[config.mk]
export PLATFORM = sky130hd
export DESIGN_NAME = fpu_seq_flat
export DESIGN_NICKNAME = d
export VERILOG_FILES = /design/src/rtl/fpu_pkg.sv /design/src/rtl/fpu_seq_if.sv /design/src/rtl/fpu_shift_ctr.sv /design/src/rtl/fpu_seq.sv /design/src/flat_wrapper.sv
export SDC_FILE = /design/constraint.sdc
export NUM_CORES = 1
export LEC_CHECK = 0
export CORE_MARGIN = 5
export CORE_UTILIZATION = 44
export DETAILED_ROUTE_END_ITERATION = 12
export PLACE_DENSITY = 0.82
export SYNTH_ARGS = -nofsm -noshare
export SYNTH_HDL_FRONTEND = slang
export SYNTH_SLANG_ARGS = --single-unit
[constraint.sdc]
create_clock -name clk -period 3.3 [get_ports clk]
set_clock_uncertainty 0.1 [all_clocks]
set_input_delay 0.66 -clock clk [delete_from_list [all_inputs] [get_ports clk]]
set_output_delay 0.66 -clock clk [all_outputs]
set_load 0.02 [all_outputs]
[src/rtl/fpu_pkg.sv]
// Shared definitions for the FP operation sequencer: state and opcode
// encodings, result selector codes, counter limits and small helpers.
// Optional feature macro: FPU_SEQ_MUL_EN (enables FMUL sequencing).
package fpu_pkg;

  typedef enum logic [2:0] {
    ST_IDLE   = 3'd0,
    ST_UNPACK = 3'd1,
    ST_ALIGN  = 3'd2,
    ST_EXEC   = 3'd3,
    ST_NORM   = 3'd4,
    ST_ROUND  = 3'd5,
    ST_WB     = 3'd6
  } state_e;

  typedef enum logic [1:0] {
    OP_FADD = 2'b00,
    OP_FSUB = 2'b01,
    OP_FMUL = 2'b10,
    OP_ILL  = 2'b11
  } op_e;

  typedef enum logic [1:0] {
    RES_NORMAL  = 2'b00,
    RES_SPECIAL = 2'b01,
    RES_ZERO    = 2'b10,
    RES_INVALID = 2'b11
  } res_e;

  localparam int ALIGN_CAP  = 25;
  localparam int NORM_MAX   = 24;
  localparam int MUL_CYCLES = 4;

  // Width of the align/norm counters (holds up to 25) and of the mul counter.
  localparam int CTR_W = 5;
  localparam int MUL_W = 3;

  // An opcode is accepted only if this build can sequence it.
  function automatic logic op_legal(input logic [1:0] op);
`ifdef FPU_SEQ_MUL_EN
    return op != OP_ILL;
`else
    return (op == OP_FADD) || (op == OP_FSUB);
`endif
  endfunction

  // Alignment never needs more than ALIGN_CAP shifts; larger differences
  // just flush the smaller operand into the sticky bits.
  function automatic logic [CTR_W-1:0] align_cap(input logic [7:0] diff);
    return (diff > 8'(ALIGN_CAP)) ? CTR_W'(ALIGN_CAP) : diff[CTR_W-1:0];
  endfunction

endpackage

[src/rtl/fpu_seq_if.sv]
// Handshake and datapath-status bundle between the FP datapath/host and
// the sequencer. The master drives requests and status; the sequencer
// (slave) drives the control strobes back.
interface fpu_seq_if;

  // Requests and datapath status
  logic       start;
  logic [1:0] op;
  logic       flush;
  logic       special;
  logic [7:0] exp_diff;
  logic       mant_msb;
  logic       mant_ovf;
  logic       mant_zero;

  // Sequencer controls
  logic       busy;
  logic       done;
  logic       unpack_en;
  logic       align_shift;
  logic       exec_en;
  logic       norm_left;
  logic       norm_right;
  logic       round_en;
  logic       wb_en;
  logic [1:0] result_sel;

  modport master (
    output start, op, flush, special, exp_diff, mant_msb, mant_ovf, mant_zero,
    input  busy, done, unpack_en, align_shift, exec_en, norm_left, norm_right,
           round_en, wb_en, result_sel
  );

  modport slave (
    input  start, op, flush, special, exp_diff, mant_msb, mant_ovf, mant_zero,
    output busy, done, unpack_en, align_shift, exec_en, norm_left, norm_right,
           round_en, wb_en, result_sel
  );

endinterface

[src/rtl/fpu_shift_ctr.sv]
// Loadable up/down counter used for the align, norm and mul step counts.
// Priority: clear > load > increment (saturates at MAX) > decrement
// (stops at zero).
module fpu_shift_ctr #(
  parameter int WIDTH = 5,
  parameter int MAX   = 24
) (
  input  logic             clk,
  input  logic             rst_n,
  input  logic             i_clr,
  input  logic             i_load,
  input  logic [WIDTH-1:0] i_load_val,
  input  logic             i_inc,
  input  logic             i_dec,
  output logic [WIDTH-1:0] o_count,
  output logic             o_zero,
  output logic             o_sat
);

  logic [WIDTH-1:0] r_count;

  assign o_count = r_count;
  assign o_zero  = (r_count == '0);
  assign o_sat   = (r_count == WIDTH'(MAX));

  // Count register: clear/load/step with saturation at both ends.
  always_ff @(posedge clk or negedge rst_n) begin
    // NOTE: state is updated with non-blocking assignments so every flop
    // samples pre-edge values, independent of block ordering.
    if (!rst_n) begin
      r_count <= '0;
    end else if (i_clr) begin
      r_count <= '0;
    end else if (i_load) begin
      r_count <= i_load_val;
    end else if (i_inc && !o_sat) begin
      r_count <= r_count + 1'b1;
    end else if (i_dec && !o_zero) begin
      r_count <= r_count - 1'b1;
    end
  end

endmodule

[src/rtl/fpu_seq.sv]
// Control sequencer for a multi-cycle FP add/sub/mul datapath:
// IDLE -> UNPACK -> [ALIGN] -> EXEC -> NORM -> ROUND -> WB.
// Special operands, zero results and illegal opcodes short-cut to WB with
// the matching result selector. Flush aborts silently.
// Optional feature macro: FPU_SEQ_MUL_EN (FMUL support with a 4-cycle EXEC).
module fpu_seq
  import fpu_pkg::*;
(
  input logic      clk,
  input logic      reset,
  fpu_seq_if.slave bus
);

  localparam logic [2:0] S_IDLE   = ST_IDLE;
  localparam logic [2:0] S_UNPACK = ST_UNPACK;
  localparam logic [2:0] S_ALIGN  = ST_ALIGN;
  localparam logic [2:0] S_EXEC   = ST_EXEC;
  localparam logic [2:0] S_NORM   = ST_NORM;
  localparam logic [2:0] S_ROUND  = ST_ROUND;
  localparam logic [2:0] S_WB     = ST_WB;

  logic [2:0]       r_state;
  logic [2:0]       w_next;
  logic [1:0]       r_op;
  logic [1:0]       r_result_sel;
  logic [1:0]       w_result_next;

  logic             w_in_norm;
  logic             w_norm_left;
  logic             w_norm_right;

  logic [CTR_W-1:0] w_align_count;
  logic             w_align_zero;
  logic             w_align_sat;
  logic [CTR_W-1:0] w_norm_count;
  logic             w_norm_zero;
  logic             w_norm_sat;
  logic             w_unused;

`ifdef FPU_SEQ_MUL_EN
  logic [MUL_W-1:0] w_mul_count;
  logic             w_mul_zero;
  logic             w_mul_sat;
`endif

  // Normalisation decisions: zero beats overflow beats left shift.
  assign w_in_norm    = (r_state == S_NORM);
  assign w_norm_right = w_in_norm && !bus.mant_zero && bus.mant_ovf;
  assign w_norm_left  = w_in_norm && !bus.mant_zero && !bus.mant_ovf &&
                        !bus.mant_msb && !w_norm_sat;

  // Next state, and the result code latched on the way into WB.
  always_comb begin
    // NOTE: every signal gets a default before the case so no path can
    // leave it unassigned and infer a latch.
    w_next        = r_state;
    w_result_next = RES_NORMAL;
    case (r_state)
      S_IDLE: begin
        if (bus.start) begin
          if (op_legal(bus.op)) begin
            w_next = S_UNPACK;
          end else begin
            w_next        = S_WB;
            w_result_next = RES_INVALID;
          end
        end
      end
      S_UNPACK: begin
        if (bus.special) begin
          w_next        = S_WB;
          w_result_next = RES_SPECIAL;
        end else if ((r_op == OP_FADD) || (r_op == OP_FSUB)) begin
          w_next = S_ALIGN;
        end else begin
          w_next = S_EXEC;
        end
      end
      S_ALIGN: begin
        if (w_align_zero) w_next = S_EXEC;
      end
      S_EXEC: begin
`ifdef FPU_SEQ_MUL_EN
        if (!((r_op == OP_FMUL) && !w_mul_zero)) w_next = S_NORM;
`else
        w_next = S_NORM;
`endif
      end
      S_NORM: begin
        if (bus.mant_zero) begin
          w_next        = S_WB;
          w_result_next = RES_ZERO;
        end else if (!bus.mant_ovf && !w_norm_left) begin
          w_next = S_ROUND;
        end
      end
      S_ROUND: begin
        w_next        = S_WB;
        w_result_next = RES_NORMAL;
      end
      S_WB: begin
        w_next = S_IDLE;
      end
      default: begin
        w_next = S_IDLE;
      end
    endcase
    if (bus.flush && (r_state != S_IDLE)) begin
      w_next        = S_IDLE;
      w_result_next = RES_NORMAL;
    end
  end

  // State, captured opcode and result selector registers.
  always_ff @(posedge clk or negedge reset) begin
    if (!reset) begin
      r_state      <= S_IDLE;
      r_op         <= OP_FADD;
      r_result_sel <= RES_NORMAL;
    end else begin
      r_state      <= w_next;
      r_result_sel <= w_result_next;
      if ((r_state == S_IDLE) && bus.start) r_op <= bus.op;
    end
  end

  // Alignment shift count, loaded from the capped exponent difference.
  fpu_shift_ctr #(
    .WIDTH (CTR_W),
    .MAX   (ALIGN_CAP)
  ) u_align_ctr (
    .clk        (clk),
    .rst_n      (reset),
    .i_clr      (1'b0),
    .i_load     (r_state == S_UNPACK),
    .i_load_val (align_cap(bus.exp_diff)),
    .i_inc      (1'b0),
    .i_dec      (r_state == S_ALIGN),
    .o_count    (w_align_count),
    .o_zero     (w_align_zero),
    .o_sat      (w_align_sat)
  );

  // Left-normalisation shift count; held clear outside NORM.
  fpu_shift_ctr #(
    .WIDTH (CTR_W),
    .MAX   (NORM_MAX)
  ) u_norm_ctr (
    .clk        (clk),
    .rst_n      (reset),
    .i_clr      (!w_in_norm),
    .i_load     (1'b0),
    .i_load_val ({CTR_W{1'b0}}),
    .i_inc      (w_norm_left),
    .i_dec      (1'b0),
    .o_count    (w_norm_count),
    .o_zero     (w_norm_zero),
    .o_sat      (w_norm_sat)
  );

`ifdef FPU_SEQ_MUL_EN
  // Remaining extra EXEC cycles for a multiply.
  fpu_shift_ctr #(
    .WIDTH (MUL_W),
    .MAX   (MUL_CYCLES - 1)
  ) u_mul_ctr (
    .clk        (clk),
    .rst_n      (reset),
    .i_clr      (1'b0),
    .i_load     (r_state == S_UNPACK),
    .i_load_val (MUL_W'(MUL_CYCLES - 1)),
    .i_inc      (1'b0),
    .i_dec      (r_state == S_EXEC),
    .o_count    (w_mul_count),
    .o_zero     (w_mul_zero),
    .o_sat      (w_mul_sat)
  );

  assign w_unused = ^{w_align_count, w_align_sat, w_norm_count, w_norm_zero,
                      w_mul_count, w_mul_sat};
`else
  assign w_unused = ^{w_align_count, w_align_sat, w_norm_count, w_norm_zero};
`endif

  // Control strobes decoded from the current state.
  assign bus.busy        = (r_state != S_IDLE);
  assign bus.unpack_en   = (r_state == S_UNPACK);
  assign bus.align_shift = (r_state == S_ALIGN) && !w_align_zero;
  assign bus.exec_en     = (r_state == S_EXEC);
  assign bus.norm_left   = w_norm_left;
  assign bus.norm_right  = w_norm_right;
  assign bus.round_en    = (r_state == S_ROUND);
  assign bus.wb_en       = (r_state == S_WB) && !bus.flush;
  assign bus.done        = (r_state == S_WB) && !bus.flush;
  assign bus.result_sel  = r_result_sel;

endmodule

[src/flat_wrapper.sv]
// flat-port wrapper written by rule: the top's interface ports become plain ports
module fpu_seq_flat import fpu_pkg::*;
  (clk, reset, bus_start, bus_op, bus_flush, bus_special, bus_exp_diff, bus_mant_msb, bus_mant_ovf, bus_mant_zero, bus_busy, bus_done, bus_unpack_en, bus_align_shift, bus_exec_en, bus_norm_left, bus_norm_right, bus_round_en, bus_wb_en, bus_result_sel);
  fpu_seq_if bus_i ();
  input logic clk;
  input logic reset;
  input wire logic [$bits(bus_i.start)-1:0] bus_start;
  input wire logic [$bits(bus_i.op)-1:0] bus_op;
  input wire logic [$bits(bus_i.flush)-1:0] bus_flush;
  input wire logic [$bits(bus_i.special)-1:0] bus_special;
  input wire logic [$bits(bus_i.exp_diff)-1:0] bus_exp_diff;
  input wire logic [$bits(bus_i.mant_msb)-1:0] bus_mant_msb;
  input wire logic [$bits(bus_i.mant_ovf)-1:0] bus_mant_ovf;
  input wire logic [$bits(bus_i.mant_zero)-1:0] bus_mant_zero;
  output wire logic [$bits(bus_i.busy)-1:0] bus_busy;
  output wire logic [$bits(bus_i.done)-1:0] bus_done;
  output wire logic [$bits(bus_i.unpack_en)-1:0] bus_unpack_en;
  output wire logic [$bits(bus_i.align_shift)-1:0] bus_align_shift;
  output wire logic [$bits(bus_i.exec_en)-1:0] bus_exec_en;
  output wire logic [$bits(bus_i.norm_left)-1:0] bus_norm_left;
  output wire logic [$bits(bus_i.norm_right)-1:0] bus_norm_right;
  output wire logic [$bits(bus_i.round_en)-1:0] bus_round_en;
  output wire logic [$bits(bus_i.wb_en)-1:0] bus_wb_en;
  output wire logic [$bits(bus_i.result_sel)-1:0] bus_result_sel;
  assign bus_i.start = bus_start;
  assign bus_i.op = bus_op;
  assign bus_i.flush = bus_flush;
  assign bus_i.special = bus_special;
  assign bus_i.exp_diff = bus_exp_diff;
  assign bus_i.mant_msb = bus_mant_msb;
  assign bus_i.mant_ovf = bus_mant_ovf;
  assign bus_i.mant_zero = bus_mant_zero;
  assign bus_busy = bus_i.busy;
  assign bus_done = bus_i.done;
  assign bus_unpack_en = bus_i.unpack_en;
  assign bus_align_shift = bus_i.align_shift;
  assign bus_exec_en = bus_i.exec_en;
  assign bus_norm_left = bus_i.norm_left;
  assign bus_norm_right = bus_i.norm_right;
  assign bus_round_en = bus_i.round_en;
  assign bus_wb_en = bus_i.wb_en;
  assign bus_result_sel = bus_i.result_sel;
  fpu_seq u_core (.clk(clk), .reset(reset), .bus(bus_i));
endmodule
Yosys cells after proc, flatten, opt, wreduce, memory -nomap -nowiden
Index checks and enable logic that the tools add are counted.
- reduce and logical (&&, ||, !) cells: 27
- muxes and demuxes: 20
- order comparisons: 1
- add/sub/neg operators: 2
- equal/unequal tests: 13
- operator list (cell ; count):
    2-to-1 mux 5 bit ; 5
    2-to-1 mux 3 bit ; 7
    case mux 3 bit (6 select lines) ; 1
    logical AND 1 bit ; 11
    equality test 3 bit (second input constant) ; 3
    greater-than comparator 8 x 5 -> 1 bit (second input constant) ; 1
    2-to-1 mux 2 bit ; 4
    zero test 1 bit ; 7
    equality test 3 x 2 -> 1 bit (second input constant) ; 2
    case mux 2 bit (3 select lines) ; 1
    adder 5 x 1 -> 5 bit (second input constant) ; 1
    equality test 5 bit (second input constant) ; 1
    zero test 5 bit ; 1
    subtractor 5 x 1 -> 5 bit (second input constant) ; 1
    equality test 2 x 1 -> 1 bit (second input constant) ; 2
    zero test 2 bit ; 2
    inequality test 4 bit (second input constant) ; 1
    equality test 3 x 1 -> 1 bit (second input constant) ; 1
    zero test 3 bit ; 1
    inequality test 3 x 1 -> 1 bit (second input constant) ; 1
    inequality test 3 x 2 -> 1 bit (second input constant) ; 1
    AND reduction 3 bit ; 1
    nonzero test 3 bit ; 1
    logical OR 1 bit ; 2
    other kinds (3) ; 4
- logic and storage cells: 68
- register bits: 17
- output and inout port bits: 11
- bits of input ports: 18

Depth between registers and ports, before layout
Gate-level depths: netlist (run 1).
- word-level depth: 11
- mapped depth: 6

Cells and area by module
Synthesis (run 1) repeated with hierarchy kept, for this count alone.
- cells, all modules: 172
- area total of the unflattened synthesis: 1438.9 um^2
- modules (own cells, without submodules) (module ; cells each ; times used ; area an instance (um^2)):
    fpu_seq ; 69 ; 1 ; 508.0
    fpu_shift_ctr (u_core.u_align_ctr) ; 51 ; 1 ; 475.5
    fpu_shift_ctr (u_core.u_norm_ctr) ; 52 ; 1 ; 455.4

Worst setup path after synthesis (run 1)
No wires, ideal clock.
- kind: input port to output port
- start: in bus_flush
- end: out bus_wb_en
- stages: 3
- data arrival time: 1.575 ns
- path slack: 0.965 ns
- cell sequence: nand2b_1 nor3_1 buf_4
- cells in the longest elaborated chain, start to end: 2
- ends and longest elaborated chain (element ; line ; text):
    start: declaration ; flat_wrapper.sv:9 ; input wire logic [$bits(bus_i.flush)-1:0] bus_flush;
    zero test 1 bit ; n/a ;
    logical AND 1 bit ; n/a ;
    end: declaration ; flat_wrapper.sv:23 ; output wire logic [$bits(bus_i.wb_en)-1:0] bus_wb_en;
Every way passes these cells.

Worst setup path after layout (run 1)
- start: in bus_mant_zero
- end: out bus_norm_left
- cells in the longest elaborated chain, start to end: 5
- ends and longest elaborated chain (element ; line ; text):
    start: declaration ; flat_wrapper.sv:14 ; input wire logic [$bits(bus_i.mant_zero)-1:0] bus_mant_zero;
    zero test 1 bit ; fpu_seq.sv:49 ; assign w_norm_left = w_in_norm && !bus.mant_zero && !bus.mant_ovf &&
    logical AND 1 bit (3 in a row) ; fpu_seq.sv:49 ;
    logical AND 1 bit ; fpu_seq.sv:50 ; !bus.mant_msb && !w_norm_sat;
    end: declaration ; flat_wrapper.sv:20 ; output wire logic [$bits(bus_i.norm_left)-1:0] bus_norm_left;
Every way passes these cells.

==> results of run 1 <==
==> worst max-delay path, delay by kind of cell <==
kind | cells | cell delay, ps
buf+inv | 2 | 1090
simple gates | 2 | 600
==> cells in the mapped netlist, types with 2 or more instances <==
| master | instances | area share |
|---|---|---|
| nor3_1 | 6 | 0.028 |
| or3_1 | 2 | 0.012 |
| buf_2 | 3 | 0.014 |
| and3_1 | 2 | 0.012 |
| nand4_1 | 5 | 0.030 |
| nor2_1 | 7 | 0.025 |
| nand2_1 | 6 | 0.021 |
| ha_1 | 4 | 0.047 |
| inv_1 | 9 | 0.032 |
| o21ai_0 | 4 | 0.019 |
| clkbuf_1 | 2 | 0.0071 |
| o22a_1 | 3 | 0.025 |
| and2_1 | 4 | 0.024 |
| xor2_1 | 3 | 0.025 |
| xnor2_1 | 4 | 0.033 |
| nand3_1 | 2 | 0.0095 |
| nand2b_1 | 4 | 0.024 |
| o31ai_1 | 2 | 0.014 |
| dfrtp_1 | 16 | 0.38 |
| a21oi_1 | 5 | 0.024 |
| o22ai_1 | 2 | 0.012 |
| nor3b_1 | 3 | 0.021 |
==> per-layer routing <==
metal	vias up	routed length [um]
met3	5	140
met4	0	42
met1	442	1100
met2	29	1110
li1	469	-
met5	-	0
==> worst min-delay path by stage <==
stage	endpoint	slack, ps	cells after the start
after floorplan	u_core.bus.result_sel[0]$_DFF_PN0_	260	0
after global placement	u_core.u_norm_ctr.o_count[4]$_DFFE_PN0P_	390	1
after detailed placement	u_core.u_norm_ctr.o_count[4]$_DFFE_PN0P_	390	1
after CTS	u_core.u_norm_ctr.o_count[4]$_DFFE_PN0P_	410	1
after global routing	u_core.u_norm_ctr.o_count[4]$_DFFE_PN0P_	460	1
final	u_core.u_norm_ctr.o_count[4]$_DFFE_PN0P_	410	1
==> cell families after synthesis <==
kind of cell	after synthesis	synth area share
buf+inv	16	0.0638
fa+ha+maj	4	0.0473
simple gates	48	0.270
xor+xnor	7	0.0579
mux	1	0.0106
flops	16	0.378
compound gates	24	0.173
==> where the power goes <==
group          internal, mW  switching, mW  total (mW)
Clock                0.0672         0.0664       0.134
Sequential            0.251         0.0706       0.321
Combinational         0.235          0.243       0.478
==> sequential cells by signal, summed over array words and instances (netlist names) <==
register,flops
u_core.r_op,1
u_core.u_norm_ctr.o_count,5
u_core.u_align_ctr.o_count,5
u_core.bus.result_sel,2
u_core.r_state,3
==> final cells by class <==
cell class | count | area share
Timing Repair Buffer | 28 | 0.202
Inverter | 10 | 0.0272
Clock buffer | 4 | 0.0263
Tap cell | 28 | 0.0254
Multi-Input combinational cell | 84 | 0.429
Sequential cell | 16 | 0.291
==> through the flow <==
stage | power [mW] | cells
after floorplan | 0.655 | 116
after global routing | 1.01 | 170
final | 0.933 | 170
after detailed placement | 0.802 | 166
after CTS | 0.937 | 170
after global placement | 0.788 | 166
==> reports/metrics.csv, run 1 <==
stage;metric;value;unit
run_status;status;finished, final reports clean;
clocking;Clk Latency, worst-skew pair;290;ps
worst_setup_path;FF-to-FF path depth;6;
place;Post-DP Area;1340;um^2
clocking;CTS Buf Count;3;
worst_setup_path;crit start category;primary input;
timing;worst hold margin;405;ps
global_route;GRT met3 Usage;0.0392;
global_route;met1 Track Usage GR;0.209;
drt;post-route ant nets;0;
global_route;initial antenna violation count;0;
cells_and_area;area growth from synthesis to layout;30.1;%
power_and_ir_drop;IR drop worst, VDD;0.437;mV
cells_and_area;share of cells above drive strength 1;0.0845;
synth;yosys warns;0;
worst_setup_path;Crit Path Class;primary input to output port;
cells_and_area;antenna diode count;0;
timing;Final WS setup;186;ps
cells_and_area;FILL cells;206;
cells_and_area;most common cell after layout, fill and taps aside;clkdlybuf4s50_1;
place;pre-CTS setup slack;197;ps
clocking;Clock transition at path regs;100;ps
clocking;CTS root buffer;clkbuf_4;
clocking;hold_buf cts;0;
cells_and_area;flip-flop and latch area;400;um^2
flow_run;Max-cap violations;0;
clocking;CTS H-tree lvls;1;
worst_setup_path;Worst R2R End;u_core.u_align_ctr.o_count[1]$_DFFE_PN0P_;
timing;max_slew headroom;0.491;
power_and_ir_drop;Leak;0.553;nW
global_route;first-pass GRT wire length;4160;um
worst_setup_path;end of the critical path;bus_norm_left;
synth;Syn Area/Cell;9.13;um^2
clocking;CTS tree;built;
synth;EDFF count, synth;0;
floorplan;chip width;59.1;um
drt;final wirelength;2400;um
cells_and_area;design area;1380;um^2
place;DP HPWL;1850;um
drt;Avg WL per Cell;14.1;um
worst_setup_path;crit path cell chain;clkdlybuf4s50_1, nor4b_2, and3_1, clkdlybuf4s50_1;
place;GP Congestion;0.807;
worst_setup_path;CP peak stage delay;620;ps
worst_setup_path;r2r startpoint;u_core.u_align_ctr.o_count[0]$_DFFE_PN0P_;
timing;Final Cycle Share;0.944;
synth;FF+latch count, synth;16;
timing;Final Hold Vio Count;0;
synth;Netlist cell types;40;
timing;RSZ-0062 raised after global routing;no;
timing;fmax;0.321;GHz
drt;DRC viols;0;
min_path;hold path start;u_core.u_norm_ctr.o_count[4]$_DFFE_PN0P_;
synth;asr flop ratio synth;1.00;
synth;ys flop type;dfrtp_1;
cells_and_area;most frequent cells in the layout;27 x clkdlybuf4s50_1, 16 x dfrtp_1, 9 x inv_1, 7 x nor2_1;
clocking;clk sink count;16;
drt;1st-pass router iterations;4;
worst_setup_path;Crit Path Max Fanout;4;
place;port bufs;27;
clocking;buffer count from post-CTS setup fixing;0;
cells_and_area;final core occ;0.611;
cells_and_area;Multi-input gate area;591;um^2
worst_setup_path;most frequent CP cell;clkdlybuf4s50_1;
synth;Synth Net Count;138;
global_route;vias in the first global route;917;
global_route;GR Overflow Total;0;
floorplan;core area;2250;um^2
worst_setup_path;slowest CP cell;clkdlybuf4s50_1;
worst_setup_path;CP arrival;2350;ps
floorplan;DIE HEIGHT;59.1;um
drt;routed vias;945;
timing;Slew @ Worst Pin;761;ps
worst_setup_path;CP Data Required Time;2540;ps
timing;shortest period the worst path allows;3110;ps
timing;final setup violation count;0;
worst_setup_path;Critical Path End Type;output port;
global_route;met2 usage;0.233;
power_and_ir_drop;Pwr per Cell Area;678;nW/um^2
global_route;Total GRT Usage;0.157;
timing;count of pins over their slew limit;0;
synth;register area share after synthesis;0.378;
synth;Mapped Area;1060;um^2
worst_setup_path;crit path from;bus_mant_zero;
floorplan;I/O pin count;29;
floorplan;Rows;17;
clocking;Post-CTS Resized;0;
global_route;largest net degree at the start of global routing;18;
drt;First DRT Iteration DRCs;28;
floorplan;starting density of the core;0.469;
clocking;Max clock buf depth;2;
floorplan;die area;3490;um^2
worst_setup_path;Worst R2R Setup Slack;1360;ps
synth;Synth Instances;116;
timing;Total Neg Setup Slack;0;ps
min_path;Min-Delay Path Class;flop to flop;
cells_and_area;nets@finish;165;
global_route;GR peak layer;met2;
drt;Vias/cell;5.56;
No activity file was read; power rests on OpenSTA's default activity.
==> run 2, diff against run 1 <==
--- a/config.mk
+++ b/config.mk
@@ -5,10 +5,12 @@
 export SDC_FILE = /design/constraint.sdc
 export NUM_CORES = 1
 export LEC_CHECK = 0
+export ABC_AREA = 1
 export CORE_MARGIN = 5
 export CORE_UTILIZATION = 44
 export DETAILED_ROUTE_END_ITERATION = 12
-export PLACE_DENSITY = 0.82
+export PLACE_DENSITY = 0.81
+export SLEW_MARGIN = 20
 export SYNTH_ARGS = -nofsm -noshare
 export SYNTH_HDL_FRONTEND = slang
 export SYNTH_SLANG_ARGS = --single-unit
==> reports/metrics.csv, run 2 <==
stage;metric;value;unit;change
run_status;status;finished, final reports clean;;
place;port bufs;27;;unchanged
floorplan;Rows;18;;+1
floorplan;starting density of the core;0.463;;-0.00602
place;DP HPWL;2090;um;+13%
cells_and_area;area growth from synthesis to layout;29.0;%;
power_and_ir_drop;Pwr per Cell Area;722;nW/um^2;+6.6%
flow_run;Max-cap violations;0;;unchanged
clocking;Post-CTS Resized;0;;unchanged
drt;First DRT Iteration DRCs;35;;+25%
synth;Post-synth top cells;47 x nand2_1, 23 x inv_1, 19 x nor2_1;;
global_route;vias in the first global route;1097;;+20%
clocking;Max clock buf depth;2;;unchanged
clocking;CTS Buf Count;3;;unchanged
synth;yosys warns;0;;unchanged
synth;Synth Net Count;189;;+37%
place;GP Congestion;0.802;;-0.68%
worst_setup_path;r2r startpoint;u_core.u_norm_ctr.o_count[0]$_DFFE_PN0P_;;
synth;register area share after synthesis;0.346;;-0.0327
global_route;initial antenna violation count;0;;unchanged
synth;Synth Instances;167;;+44%
worst_setup_path;Levels on crit path;6;;+2
floorplan;DIE HEIGHT;61.3;um;+3.8%
floorplan;chip width;61.3;um;+3.8%
clocking;buffer count from post-CTS setup fixing;0;;unchanged
synth;asr flop ratio synth;1.00;;unchanged
drt;DRC viols;0;;unchanged
timing;Final Cycle Share;0.915;;-0.0283
global_route;largest net degree at the start of global routing;17;;-1
synth;Mapped Area;1160;um^2;+9.5%
clocking;CTS H-tree lvls;1;;unchanged
global_route;first-pass GRT wire length;4350;um;+4.5%
cells_and_area;share of cells above drive strength 1;0.162;;+0.0779
timing;RSZ-0062 raised after global routing;no;;
worst_setup_path;Worst R2R Setup Slack;1790;ps;+430 ps
timing;Slew @ Worst Pin;707;ps;-54.2 ps
worst_setup_path;most frequent CP cell;clkdlybuf4s50_1;;
worst_setup_path;FF-to-FF path depth;11;;+5
synth;Netlist cell types;24;;-40%
synth;Area contributors post-synth;dfrtp_1 35%, nand2_1 15%, inv_1 7.5%;;
worst_setup_path;slowest CP cell;clkdlybuf4s50_1;;
synth;area share of the largest cell type after synthesis;0.346;;-0.0327
worst_setup_path;crit path from;bus_mant_ovf;;
floorplan;I/O pin count;29;;unchanged
timing;Total Neg Setup Slack;0;ps;unchanged
global_route;Total GRT Usage;0.153;;-0.00308
worst_setup_path;CP Data Required Time;2540;ps;about the same
cells_and_area;antenna diode count;0;;unchanged
drt;Vias/cell;4.87;;-12%
clocking;CTS tree;built;;
timing;shortest period the worst path allows;3020;ps;-93.3 ps
synth;ys flop type;dfrtp_1;;
drt;post-route ant nets;0;;unchanged
worst_setup_path;worst path buffer plus inverter count;3;;+1
drt;Avg WL per Cell;11.2;um;-21%
worst_setup_path;CP peak stage delay;600;ps;-20 ps
worst_setup_path;Worst R2R End;u_core.u_norm_ctr.o_count[2]$_DFFE_PN0P_;;
timing;final setup violation count;0;;unchanged
clocking;CTS root buffer;clkbuf_4;;
synth;most numerous cell in the Yosys netlist;nand2_1;;
worst_setup_path;Critical Path End Type;output port;;
cells_and_area;most frequent cells in the layout;47 x nand2_1, 27 x clkdlybuf4s50_1, 23 x inv_1, 19 x nor2_1, 16 x dfrtp_1;;
min_path;Min-Delay Path Class;flop to flop;;
worst_setup_path;Worst path top cell family by delay;buffers and inverters;;
timing;Final Hold Vio Count;0;;unchanged
floorplan;core area;2500;um^2;+11%
cells_and_area;most common cell after layout, fill and taps aside;nand2_1;;
worst_setup_path;crit path cell chain;clkdlybuf4s50_1, or2_2, nor2_4, nand2_4, clkinv_2, clkdlybuf4s50_1;;
power_and_ir_drop;IR drop worst, VDD;0.556;mV;+27%
drt;1st-pass router iterations;4;;unchanged
clocking;Clock transition at path regs;100;ps;about the same
synth;Syn Area/Cell;6.94;um^2;-24%
timing;Final WS setup;279;ps;+93.3 ps
drt;final wirelength;2540;um;+5.9%
timing;max_slew headroom;0.527;;+0.0362
place;pre-CTS setup slack;267;ps;+69.2 ps
cells_and_area;nets@finish;220;;+33%
timing;fmax;0.331;GHz;+3.1%
worst_setup_path;CP arrival;2260;ps;-90 ps
synth;FF+latch count, synth;16;;unchanged
synth;EDFF count, synth;0;;unchanged
worst_setup_path;Crit Path Max Fanout;5;;+1
power_and_ir_drop;Leak;0.770;nW;+39%
drt;routed vias;1105;;+17%
timing;count of pins over their slew limit;0;;unchanged
worst_setup_path;crit start category;primary input;;
global_route;GR Overflow Total;0;;unchanged
clocking;Clk Latency, worst-skew pair;290;ps;about the same
clocking;hold_buf cts;0;;unchanged
worst_setup_path;Crit Path Class;primary input to output port;;
worst_setup_path;end of the critical path;bus_norm_left;;
synth;Yosys top cell by area;dfrtp_1;;
clocking;clk sink count;16;;unchanged
floorplan;die area;3760;um^2;+7.8%
## run 2: cell types whose count changed after synthesis, moves of 4 or more
cell      previous run  this run
nand2_1              6        47
inv_1                9        23
nor2_1               7        19
inv_2                1         8
nand3_1              2         9
nor3_1               6         0
nand2_2              0         5
and2_1               4         0
nand2_4              0         4
nand2b_1             4         0
nand4_1              5         1
nor2_2               0         4
nor2_4               0         4
xnor2_1              4         0
## run 2: area by class of cell
class,instances,area (um^2)
Fill cell,239,1000
Tap cell,30,37.5
Multi-Input combinational cell,118,629
Inverter,32,121
Timing Repair Buffer,27,270
Sequential cell,16,400
Clock buffer,4,36.3
## run 2: worst min-delay path by stage
stage	from	end	slack, ps	cells past startpoint
global placement	u_core.r_op[1]$_DFFE_PN0P_	u_core.r_op[1]$_DFFE_PN0P_	360	2
floorplan	reset	u_core.bus.result_sel[0]$_DFF_PN0_	260	0
finish	u_core.r_op[1]$_DFFE_PN0P_	u_core.r_op[1]$_DFFE_PN0P_	390	2
detailed placement	u_core.r_op[1]$_DFFE_PN0P_	u_core.r_op[1]$_DFFE_PN0P_	370	2
CTS	u_core.r_op[1]$_DFFE_PN0P_	u_core.r_op[1]$_DFFE_PN0P_	390	2
global route	u_core.u_align_ctr.o_count[0]$_DFFE_PN0P_	u_core.u_align_ctr.o_count[0]$_DFFE_PN0P_	430	2
## run 2: cells by family after synthesis
kind of cell / count (synthesis) / synth area share
DFF: 16 / 0.346
and+or+nand+nor: 97 / 0.407
AOI/OAI and AO/OA: 14 / 0.0702
xor gates and xnor gates: 3 / 0.0227
adders and majority gates: 4 / 0.0432
buffers and inverters: 33 / 0.111
## run 2: tightest hold or removal path, cell delays in order (launching register included)
cell	delay (ps)
dfrtp_1	360
nand2_1	60
nand2_1	40
## run 2: routing by layer
| metal | share of wire | vias to the layer above | track usage |
|---|---|---|---|
| met1 | 0.41 | 502 | 0.172 |
| li1 | - | 566 | - |
| met2 | 0.51 | 33 | 0.292 |
| met3 | 0.076 | 4 | 0.0210 |
| met4 | 0.0098 | 0 | 0.0557 |
| met5 | 0 | - | 0 |
## run 2: report_power, final
group	leakage, nW	internal, mW	total (mW)	switching [mW]
registers	0.210	0.256	0.312	0.0556
clock network	0.0210	0.0672	0.130	0.0628
logic	0.540	0.249	0.638	0.389
total	0.770	0.572	1.08	0.507
## run 2: per-stage QoR
stage | cell area (um^2) | instances | utilization | total power [mW] | hold slack (ps)
finish | 1500 | 227 | 0.598 | 1.08 | 390
global route | 1500 | 227 | 0.598 | 1.18 | 432
CTS | 1500 | 227 | 0.598 | 1.09 | 394
detailed placement | 1460 | 223 | 0.584 | 0.956 | 370
global placement | 1460 | 223 | 0.584 | 0.929 | 356
floorplan | 1160 | 167 | - | 0.772 | 264
==> run 3, diff against run 2 <==
--- a/config.mk
+++ b/config.mk
@@ -10,6 +10,7 @@
 export CORE_UTILIZATION = 44
 export DETAILED_ROUTE_END_ITERATION = 12
 export PLACE_DENSITY = 0.81
+export SKIP_CTS_REPAIR_TIMING = 1
 export SLEW_MARGIN = 20
 export SYNTH_ARGS = -nofsm -noshare
 export SYNTH_HDL_FRONTEND = slang
==> results of run 3 <==
No change in the layout: final DEF, timing and power equal those of run 2.
